## config.mk

```make
export PLATFORM = sky130hd
export DESIGN_NAME = rx_frame_fsm
export DESIGN_NICKNAME = d
export VERILOG_FILES = /design/src/rtl/rx_frame_fsm.sv
export SDC_FILE = /design/constraint.sdc
export NUM_CORES = 1
export LEC_CHECK = 0
export CELL_PAD_IN_SITES_DETAIL_PLACEMENT = 1
export CELL_PAD_IN_SITES_GLOBAL_PLACEMENT = 1
export CORE_AREA = 2 2 67 69
export DETAILED_ROUTE_END_ITERATION = 8
export DIE_AREA = 0 0 69 71
export GPL_TIMING_DRIVEN = 0
export PLACE_DENSITY = 0.76
export SLEW_MARGIN = 5
export SYNTH_ARGS = -nofsm -noshare
export SYNTH_HDL_FRONTEND = slang
export SYNTH_SLANG_ARGS = --single-unit
```

## constraint.sdc

```tcl
create_clock -name clk -period 2.1 [get_ports clk]
set_input_delay 0.42 -clock clk [delete_from_list [all_inputs] [get_ports clk]]
set_output_delay 0.42 -clock clk [all_outputs]
set_load 0.02 [all_outputs]
```

## src/rtl/rx_frame_fsm.sv

```systemverilog
// UART RX frame state machine: start check, LSB-first data, parity, stop.
// Ports: clk/rst, AcqSig_i, Rx_Synch_i, RxBit_i, DataAck_i in;
//        State_o, Data_o, DataValid_o, ParityErr_o, FrameErr_o, Overrun_o out.
module rx_frame_fsm #(
   parameter int OVERSAMPLE = 16,
   parameter int DATA_BITS  = 8,
   parameter int PARITY_EN  = 0,
   parameter int PARITY_ODD = 0
) (
   input  logic       clk,
   input  logic       rst,
   input  logic       AcqSig_i,
   input  logic       Rx_Synch_i,
   input  logic       RxBit_i,
   output logic [4:0] State_o,
   output logic [7:0] Data_o,
   output logic       DataValid_o,
   input  logic       DataAck_i,
   output logic       ParityErr_o,
   output logic       FrameErr_o,
   output logic       Overrun_o
);

   localparam int SW = $clog2(OVERSAMPLE);

   typedef enum logic [4:0] {
      IDLE   = 5'b00000,
      START  = 5'b00001,
      DATA   = 5'b00010,
      PARITY = 5'b00100,
      STOP   = 5'b01000
   } state_e;

   state_e        state_q;
   logic [SW-1:0] samp_cnt_q;
   logic [SW-1:0] samp_cnt_d;
   logic [2:0]    bit_cnt_q;
   logic [7:0]    shreg_q;
   logic          par_q;
   logic [7:0]    data_q;
   logic          valid_q;
   logic          perr_q;
   logic          ferr_q;
   logic          ovr_q;

   logic mid_tick;
   logic end_tick;
   logic last_bit;
   logic perr_d;

   assign mid_tick   = AcqSig_i && (samp_cnt_q == SW'(OVERSAMPLE / 2));
   assign end_tick   = AcqSig_i && (samp_cnt_q == SW'(OVERSAMPLE - 1));
   assign samp_cnt_d = end_tick ? '0 : samp_cnt_q + SW'(1);
   assign last_bit   = (bit_cnt_q == 3'(DATA_BITS - 1));

   // Unused upper word bits stay 0, so a full-width XOR is the data XOR.
   assign perr_d = (PARITY_EN != 0) &&
                   (par_q != ((^shreg_q) ^ (PARITY_ODD != 0)));

   always_ff @(posedge clk) begin
      if (rst) begin
         state_q    <= IDLE;
         samp_cnt_q <= '0;
         bit_cnt_q  <= '0;
         shreg_q    <= '0;
         par_q      <= 1'b0;
         data_q     <= '0;
         valid_q    <= 1'b0;
         perr_q     <= 1'b0;
         ferr_q     <= 1'b0;
         ovr_q      <= 1'b0;
      end else begin
         if (DataAck_i && valid_q) begin
            valid_q <= 1'b0;
            ovr_q   <= 1'b0;
         end
         unique case (state_q)
            IDLE: begin
               // The sync strobe is itself acquisition pulse 0.
               if (Rx_Synch_i) begin
                  state_q    <= START;
                  samp_cnt_q <= SW'(1);
                  bit_cnt_q  <= '0;
                  shreg_q    <= '0;
                  par_q      <= 1'b0;
               end
            end
            START: begin
               if (AcqSig_i) samp_cnt_q <= samp_cnt_d;
               if (mid_tick && RxBit_i) begin
                  state_q    <= IDLE;
                  samp_cnt_q <= '0;
               end else if (end_tick) begin
                  state_q   <= DATA;
                  bit_cnt_q <= '0;
               end
            end
            DATA: begin
               if (AcqSig_i) samp_cnt_q <= samp_cnt_d;
               if (mid_tick) shreg_q[bit_cnt_q] <= RxBit_i;
               if (end_tick) begin
                  if (last_bit)
                     state_q <= (PARITY_EN != 0) ? PARITY : STOP;
                  else
                     bit_cnt_q <= bit_cnt_q + 3'd1;
               end
            end
            PARITY: begin
               if (AcqSig_i) samp_cnt_q <= samp_cnt_d;
               if (mid_tick) par_q <= RxBit_i;
               if (end_tick) state_q <= STOP;
            end
            STOP: begin
               if (AcqSig_i) samp_cnt_q <= samp_cnt_d;
               // Complete at the stop mid-point so a new start edge
               // arriving in the second half bit is still caught.
               if (mid_tick) begin
                  state_q    <= IDLE;
                  samp_cnt_q <= '0;
                  data_q     <= shreg_q;
                  ferr_q     <= !RxBit_i;
                  perr_q     <= perr_d;
                  valid_q    <= 1'b1;
                  ovr_q      <= valid_q && !DataAck_i;
               end
            end
            default: begin
               state_q    <= IDLE;
               samp_cnt_q <= '0;
            end
         endcase
      end
   end

   assign State_o     = state_q;
   assign Data_o      = data_q;
   assign DataValid_o = valid_q;
   assign ParityErr_o = perr_q;
   assign FrameErr_o  = ferr_q;
   assign Overrun_o   = ovr_q;

endmodule

```

==> out/qor.txt <==
=======================================================================================
Result of the run ........................................................ finished, final reports clean
Number of global-route vias before repair ................................         1526
CP Capture Type ..........................................................    flip-flop
Arrival time of the worst setup path .....................................      2.10 ns
Total of buffers placed on input and output ports ........................           18
Cell repeated most along the worst path ..................................        buf_6
Maximum number of pins on one net before global-route repair .............           11
Root buffer selected by CTS ..............................................     clkbuf_8
Average wire per standard cell ...........................................      15.5 um
Post-synthesis instance area ............................................. 0.00159 mm^2
Final period util ........................................................        0.934
Worst-skew pair later-pin latency ........................................      0.28 ns
Initial core utilization .................................................        0.379
Slew Limit Headroom ......................................................        0.534
Width of the die .........................................................        69 um
Unrepaired setup endpoints after global routing ..........................           no
Worst setup slack before clock tree synthesis ............................   -0.0832 ns
Clock skew after layout ..................................................   0.00270 ns
Most area-consuming cells after synthesis ................................ dfxtp_1, nand2_1, a211oi_1
Sinks on the clock net ...................................................           29
Top-count cell post-synth ................................................      dfxtp_1
Number of hold violations in the final report ............................            0
Element type at the critical path start ..................................    flip-flop
Initial antenna violation count ..........................................            0
Clock slew at reported path FFs ..........................................      0.06 ns
Number of enable-type register cells in the synthesized netlist ..........            0
Count of distinct cell types in the synthesized netlist ..................           45
HP Class .................................................................       in2reg
Count of TritonRoute iterations in the first routing pass ................            4
Highest attainable clock frequency .......................................    0.510 GHz
Io pins ..................................................................           23
Library cell occupying the most area in the post-synthesis netlist .......      dfxtp_1
Vert. Die Dim ............................................................        71 um
Max Root-Sink Buffers ....................................................            2
Power Dens Cells .........................................................  650 mW/mm^2
Total Nets Final .........................................................          231
Dpl hpwl .................................................................      3180 um
Max cap viols ............................................................            0
Pins Over Slew Limit .....................................................            0
Final WL .................................................................      4250 um
Final weighted congestion in routability-driven placement ................        0.849
Remaining design rule violation count ....................................            0
Post-route total power ...................................................      1.28 mW
Die Area ................................................................. 0.00490 mm^2
Number of violations reported at the end of detailed-routing iteration 0 .           50
Series of cell instances along the critical path ......................... inv_1, ha_1, and4b_1, buf_6, and2_2, buf_6, o41ai_1, a211oi_1
Number of nets with antenna violations after detailed routing ............            0
WS Path Type .............................................................      reg2reg
Portion of synthesized cell area occupied by the leading cell type .......        0.364
Most instantiated cells after synthesis .................................. dfxtp_1, nand2_1, a21oi_1, nor2_1, a211oi_1
Async set or reset register ratio after synthesis ........................            0
Warnings from Yosys ......................................................            0
Req. time, crit path .....................................................      2.24 ns
Cell leakage power .......................................................     0.644 nW
Post-synthesis sequential element count ..................................           29
Most frequently used flop master after synthesis .........................      dfxtp_1
Total grt overflow .......................................................            0
Critical Path Fanout Max .................................................            8
Reg2Reg Setup Slack ......................................................      0.14 ns
Fraction of layout cells with a size suffix above 1 ......................        0.117
Final critical path time including I/O delays and setup ..................      1.96 ns
Setup WS post-layout .....................................................     0.139 ns
H-Tree Level Count .......................................................            2
Placeable core region .................................................... 0.00420 mm^2
TritonCTS clock tree .....................................................          yes
Number of instances in the synthesized netlist ...........................          194
Delay contributed by the slowest stage of the critical path ..............      0.40 ns
Worst-Margin Slew ........................................................     0.692 ns
Seq/Total Area, Yosys ....................................................        0.364
Avg Vias per Cell ........................................................         5.58
VDD IR max ...............................................................       240 uV
Post-Syn Area per Cell ...................................................    8.22 um^2
Total CTS buffers ........................................................            5
First-pass GRT wire length ...............................................      7180 um
Row cnt ..................................................................           24
Area added between synthesis and finish ..................................        23.5%
Cell with the biggest individual delay on the critical path ..............      dfxtp_1
Finish-stage setup viols .................................................            0
CTS Hold Bufs ............................................................            0
Number of inserted diodes ................................................            0
Via count of the routed design ...........................................         1529
Aggregate global-route resource usage ....................................        0.181
=======================================================================================
-- routing by layer --
| metal | up-vias | global-route usage | routed length [um] |
|---|---|---|---|
| met4 | 0 | 0.0675 | 58 |
| met3 | 5 | 0.0442 | 117 |
| met5 | - | 0 | 0 |
| met2 | 17 | 0.308 | 2090 |
| met1 | 737 | 0.222 | 1980 |
| li1 | 770 | - | - |
-- registers in the layout, indices dropped and copies added, names as in the netlist --
signal       cells
State_o          3
DataValid_o      1
shreg_q          8
Data_o           8
bit_cnt_q        3
FrameErr_o       1
Overrun_o        1
samp_cnt_q       4
-- logic make-up after synthesis --
logic type | synth area share
AND/OR/NAND/NOR | 0.224
AO/OA/AOI/OAI | 0.288
flip-flops | 0.364
buffers and inverters | 0.0840
adder cells (fa/ha/maj) | 0.0314
multiplexers | 0.00628
other | 0.00235
-- final cells by class --
type | instances | area [um^2]
flip-flops and latches | 29 | 581
clock inverters | 1 | 30.0
clock buffers | 7 | 86.3
repair buffers | 18 | 180
multi-input cells | 142 | 892
inverters | 7 | 26.3
plain buffers | 18 | 108
fillers | 515 | 2240
well taps | 52 | 65.1
-- placed cells by master, fill, tap and decap left out, drive strengths merged, types with 4 or more instances in the layout --
master / n
ha: 4
nand2b: 4
nor3: 5
o21ai: 9
o31ai: 5
nand2: 24
nor2: 15
dfxtp: 29
clkdlybuf4s50: 18
a31oi: 6
a211oi: 10
inv: 7
a21oi: 15
a41oi: 5
clkbuf: 15
buf: 10
-- where the power goes --
part	switching [mW]	internal, mW	leakage [nW]
logic	0.0665	0.0428	0.351
registers	0.0101	0.557	0.234
clock network	0.218	0.386	0.0585
total	0.294	0.986	0.644
-- through the flow --
stage               area [um^2]  setup TNS [ns]   util  hold WS (ns)  cells
finish                     1970               0  0.468         0.429    274
global route               1970               0  0.468         0.449    274
CTS                        1970               0  0.468         0.429    274
detailed placement         1850          -0.763  0.439         0.448    266
global placement           1850          -0.674  0.439         0.442    266
floorplan                  1600               0      -         0.431    196
-- worst max-delay path: cells and delay by family (launching register included) --
kind | cells | cell delay, ns
flip-flops | 1 | 0.40
adder cells (fa/ha/maj) | 1 | 0.22
AND/OR/NAND/NOR | 2 | 0.41
buffers and inverters | 3 | 0.37
AO/OA/AOI/OAI | 2 | 0.43
-- what timing repair did --
item                                    4_1_cts  5_1_grt
endpoints found under the setup margin        8        0
gates resized for setup                       1        0
buffers inserted                              0        0
-- worst paths after layout --
path	from	endpoint	cells past startpoint
worst min register to register	Data_o[4]$_SDFFE_PP0P_	Data_o[4]$_SDFFE_PP0P_	2
worst max register to register	samp_cnt_q[0]$_SDFFE_PP0N_	shreg_q[0]$_SDFFE_PP0P_	8
worst max-delay path	samp_cnt_q[0]$_SDFFE_PP0N_	shreg_q[0]$_SDFFE_PP0P_	8
worst min-delay path	AcqSig_i	samp_cnt_q[1]$_SDFFE_PP0N_	2
(Power assumes the default switching activity.)
